**src/rtl/wave_capture_ctrl.sv**
```systemverilog
// Zero-crossing triggered capture of 256 samples into the back half of a double-buffered RAM.
// RAM writes land one cycle after the accepted strobe; optional forced trigger under TRIGGER_TIMEOUT_EN.
module wave_capture_ctrl #(
  parameter int TIMEOUT_SAMPLES = 1024
) (
  input  logic        clk,
  input  logic        reset,
  input  logic        new_sample_ready,
  input  logic [15:0] new_sample_in,
  input  logic        wave_display_idle,
  output logic [8:0]  write_address,
  output logic        write_enable,
  output logic [7:0]  write_sample,
  output logic        read_index
);

  typedef enum logic [1:0] {
    ARMED  = 2'b00,
    ACTIVE = 2'b01,
    WAIT   = 2'b10
  } state_t;

  state_t     state, state_nxt;
  logic [7:0] index, index_nxt;
  logic       read_index_nxt;
  logic       do_write;
  logic       prev_msb;
  logic       idle_q;
  logic       idle_rise;
  logic       zero_cross;
  logic       trigger;

  assign idle_rise  = wave_display_idle & ~idle_q;
  assign zero_cross = prev_msb & ~new_sample_in[15];

`ifdef TRIGGER_TIMEOUT_EN
  localparam int CNT_W = ($clog2(TIMEOUT_SAMPLES) + 1 > 10) ? $clog2(TIMEOUT_SAMPLES) + 1 : 10;

  logic [CNT_W-1:0] timeout_cnt;
  logic             timeout_hit;

  assign timeout_hit = (timeout_cnt == CNT_W'(TIMEOUT_SAMPLES - 1));
  assign trigger     = zero_cross | timeout_hit;

  // Every entry into ARMED comes from another state or reset, so clearing outside ARMED suffices.
  always_ff @(posedge clk or posedge reset) begin
    if (reset)
      timeout_cnt <= '0;
    else if (state != ARMED)
      timeout_cnt <= '0;
    else if (new_sample_ready)
      timeout_cnt <= timeout_cnt + 1'b1;
  end
`else
  logic unused_timeout_cfg;

  assign unused_timeout_cfg = (TIMEOUT_SAMPLES == 0);
  assign trigger            = zero_cross;
`endif

  always_comb begin
    state_nxt      = state;
    index_nxt      = index;
    read_index_nxt = read_index;
    do_write       = 1'b0;
    case (state)
      ARMED: begin
        // index is always 0 here, so the trigger sample lands at slot 0
        if (new_sample_ready && trigger) begin
          do_write  = 1'b1;
          index_nxt = 8'd1;
          state_nxt = ACTIVE;
        end
      end
      ACTIVE: begin
        if (new_sample_ready) begin
          do_write  = 1'b1;
          index_nxt = index + 8'd1;
          if (index == 8'hFF)
            state_nxt = WAIT;
        end
      end
      WAIT: begin
        if (idle_rise) begin
          read_index_nxt = ~read_index;
          state_nxt      = ARMED;
        end
      end
      default: begin
        state_nxt = ARMED;
        index_nxt = 8'd0;
      end
    endcase
  end

  always_ff @(posedge clk or posedge reset) begin
    if (reset) begin
      state         <= ARMED;
      index         <= 8'd0;
      prev_msb      <= 1'b0;
      idle_q        <= 1'b1;
      read_index    <= 1'b0;
      write_enable  <= 1'b0;
      write_address <= 9'd0;
      write_sample  <= 8'd0;
    end else begin
      state        <= state_nxt;
      index        <= index_nxt;
      idle_q       <= wave_display_idle;
      read_index   <= read_index_nxt;
      write_enable <= do_write;
      if (new_sample_ready)
        prev_msb <= new_sample_in[15];
      if (do_write) begin
        write_address <= {~read_index, index};
        write_sample  <= {~new_sample_in[15], new_sample_in[14:8]};
      end
    end
  end

endmodule

```
**config.mk**
```make
export PLATFORM = sky130hd
export DESIGN_NAME = wave_capture_ctrl
export DESIGN_NICKNAME = d
export VERILOG_FILES = /design/src/rtl/wave_capture_ctrl.sv
export SDC_FILE = /design/constraint.sdc
export NUM_CORES = 1
export LEC_CHECK = 0
export CORE_MARGIN = 3
export CORE_UTILIZATION = 47
export CTS_CLUSTER_DIAMETER = 60
export DETAILED_ROUTE_END_ITERATION = 12
export GPL_TIMING_DRIVEN = 0
export MAX_ROUTING_LAYER = met4
export PLACE_DENSITY_LB_ADDON = 0.12
export SLEW_MARGIN = 20
export SYNTH_ARGS = -nofsm -noshare
export SYNTH_HDL_FRONTEND = slang
export SYNTH_SLANG_ARGS = --single-unit
```
**constraint.sdc**
```tcl
create_clock -name clk -period 1.9 [get_ports clk]
set_input_delay 0.19 -clock clk [delete_from_list [all_inputs] [get_ports clk]]
set_output_delay 0.19 -clock clk [all_outputs]
set_load 0.02 [all_outputs]
```
==> impl_metrics.env <==
export IMPL_outcome="finished clean"
export IMPL_synth_cells=109
export IMPL_ys_warnings_count=0
export IMPL_yosys_area_share_simple=0.0935
export IMPL_synth_top_area_cell="dfrtp_1"
export IMPL_synth_top_family_by_area="multiplexers"
export IMPL_synth_fp_nets=130
export IMPL_vias=972
export IMPL_tightest_slew_ps=641
export IMPL_worstSkewPairLatency_ps=320
export IMPL_fp_row_count=19
export IMPL_synth_adder_area_share=0.00899
export IMPL_ys_flop_type="dfrtp_1"
export IMPL_synth_xor_xnor_area_share=0.00629
export IMPL_detailed_place_hpwl_um=1770
export IMPL_crit_type="register to register"
export IMPL_endpoint_kind="register"
export IMPL_die_y_um=60.4
export IMPL_root_buffer="clkbuf_4"
export IMPL_timing_setup_tns_ps=0
export IMPL_netlist_area_leader_share=0.540
export IMPL_avgSynthCellArea_sq_um=12.8
export IMPL_cp_arrival_ps=1770
export IMPL_final_setup_viol_count=0
export IMPL_met1_usage=0.210
export IMPL_vdd_drop_max_v=0.000785
export IMPL_grt_util_met3=0.0638
export IMPL_die_area_sq_um=3650
export IMPL_cts_tree="built"
export IMPL_skew_ps=10.4
export IMPL_synth_compound_area_share=0.105
export IMPL_rsz0062_at_grt="false"
export IMPL_portBuffers=30
export IMPL_grt_pass1_vias=880
export IMPL_track_usage=0.167
export IMPL_cts_resized=0
export IMPL_gp_congestion=0.866
export IMPL_via_per_inst=5.49
export IMPL_finalMaxSlewViolations=0
export IMPL_use_met2=0.233
export IMPL_max_stage_delay_ps=400
export IMPL_start_util=0.500
export IMPL_grt_max_degree=32
export IMPL_synth_edf_count=0
export IMPL_syn_to_final_growth_pct=28.4
export IMPL_htreeDepth=2
export IMPL_antenna_found_initial=0
export IMPL_synth_mux_area_frac=0.182
export IMPL_cts_buffers=5
export IMPL_maxCapViolCount=0
export IMPL_worst_hold_path_type="input pin to asynchronous set/reset pin"
export IMPL_total_power_mw=2.03
export IMPL_hold_buffers=0
export IMPL_top_usage_layer="met2"
export IMPL_yosys_top_cells_area="dfrtp_1, mux2_4, mux2_2, mux2i_1, a31oi_1"
export IMPL_drt_first_pass_iters=4
export IMPL_ant_nets=0
export IMPL_drt_total_wl_um=2560
export IMPL_post_cts_setup_buffers=0
export IMPL_grt_overflow=0
export IMPL_wl_per_cell_um=14.5
export IMPL_hold_violations=0
export IMPL_slowest_stage="dfrtp_1"
export IMPL_finalCritPeriodShare=0.822
export IMPL_clkTransAtPathRegs_ps=100
export IMPL_finalCriticalPeriod_ps=1560
export IMPL_drc=0
export IMPL_relSlewSlack=0.572
export IMPL_n_fill_cell=219
export IMPL_power_leakage_nw=0.823
export IMPL_clockBufferDepth=2
export IMPL_p_per_area_nw_per_um2=1140
export IMPL_synthArstFlopShare=1.00
export IMPL_die_x_um=60.4
export IMPL_cts_sinks=31
export IMPL_synth_seq_cells=31
export IMPL_diodes=0
export IMPL_dr_first_iter_drc_count=28
export IMPL_cp_max_fo=10
export IMPL_max_freq_mhz=640
export IMPL_seq_area_frac_synth=0.558
export IMPL_io_pins=39
export IMPL_fin_nets=167
export IMPL_crit_required_ps=2110
export IMPL_grt_first_pass_wirelength_um=4160
export IMPL_synth_area_sq_um=1390
export IMPL_cp_start_kind="register"
export IMPL_crit_chain="nor2b_1 -> o21ai_4 -> buf_6 -> mux2_4"
export IMPL_coreArea_sq_um=2780
export IMPL_drive_above_1_share=0.192
export IMPL_ys_types=30
## critical path, delay by kind of cell (launching register included)
| kind | cells | cell delay (ps) |
|---|---|---|
| AO/OA/AOI/OAI | 1 | 340 |
| buffers and inverters | 1 | 230 |
| flip-flops | 1 | 400 |
| multiplexers | 1 | 310 |
| AND/OR/NAND/NOR | 1 | 170 |
## logic make-up (layout without fill, tap and decap cells)
family                     after synthesis  count (layout)
xor gates and xnor gates                 1               1
adders and majority gates                1               1
DFF                                     31              31
and+or+nand+nor                         21              21
buffers and inverters                   13              50
AOI/OAI and AO/OA                       21              21
muxes                                   21              21
## cell usage after synthesis (all sizes together), types with 3 or more instances
library cell,instances
a21oi,4
a31oi,6
and4,3
clkbuf,3
dfrtp,30
inv,8
mux2,16
mux2i,5
nand2,4
nand3,3
nand4,3
nor2b,3
o21ai,6
## registers in the layout, summed over array words and instances, names as in the netlist
register       flops
idle_q             1
index              8
prev_msb           1
read_index         1
state              2
write_address      9
write_enable       1
write_sample       8
## worst paths after layout
check                           cells after the start                   startpoint                           end  slack [ps]
worst max-delay path                                4         prev_msb$_DFFE_PP0P_  write_address[1]$_DFFE_PP0P_         340
worst min-delay path                                2                        reset   write_sample[7]$_DFFE_PP0P_         270
worst max register to register                      4         prev_msb$_DFFE_PP0P_  write_address[1]$_DFFE_PP0P_         340
worst min register to register                      1  write_sample[5]$_DFFE_PP0P_   write_sample[5]$_DFFE_PP0P_         490
max in group asynchronous                           2                        reset  write_address[7]$_DFFE_PP0P_        1210
min in group clk                                    1            wave_display_idle              idle_q$_DFF_PP1_         320
## layout make-up
| class | count | area (sq um) | area share |
|---|---|---|---|
| clock buffers | 6 | 51.3 | 0.0287 |
| repair buffers | 30 | 300 | 0.168 |
| well taps | 31 | 38.8 | 0.0217 |
| clock inverters | 1 | 5.00 | 0.00280 |
| multi-input cells | 65 | 551 | 0.308 |
| flip-flops and latches | 31 | 777 | 0.435 |
| plain buffers | 5 | 33.8 | 0.0189 |
| inverters | 8 | 30.0 | 0.0168 |
## through the flow
step / cells / setup slack, ps / util / hold slack (ps) / instance area [sq um]
after CTS: 177 / 311 / 0.642 / 272 / 1790
after global routing: 177 / 275 / 0.642 / 313 / 1790
after detailed placement: 170 / 42.5 / 0.622 / 481 / 1730
final: 177 / 338 / 0.642 / 267 / 1790
after floorplan: 109 / 508 / - / 194 / 1390
after global placement: 170 / 74.1 / 0.622 / 473 / 1730
## report_power, final
part	switching [mW]	total (mW)	internal (mW)
Combinational	0.361	0.738	0.377
Clock	0.214	0.385	0.171
Sequential	0.101	0.906	0.805
Total	0.676	2.03	1.35
## cell usage in the layout, fill, tap and decap left out, drive strengths merged
| cell type | n |
|---|---|
| a211o | 1 |
| a21oi | 4 |
| a221oi | 2 |
| a22o | 1 |
| a31oi | 6 |
| a41oi | 1 |
| and3 | 1 |
| and3b | 1 |
| and4 | 3 |
| buf | 2 |
| clkbuf | 9 |
| clkdlybuf4s50 | 30 |
| clkinv | 1 |
| dfrtp | 30 |
| dfstp | 1 |
| ha | 1 |
| inv | 8 |
| mux2 | 16 |
| mux2i | 5 |
| nand2 | 4 |
| nand3 | 3 |
| nand4 | 3 |
| nor2 | 2 |
| nor2b | 3 |
| o21ai | 6 |
| or3b | 1 |
| xor2 | 1 |
## routing by layer
metal	routed length, um	vias up
li1	-	467
met3	174	4
met1	1140	470
met2	1200	31
met4	53	0
met5	0	-
Power figures use the tool's default switching activity.
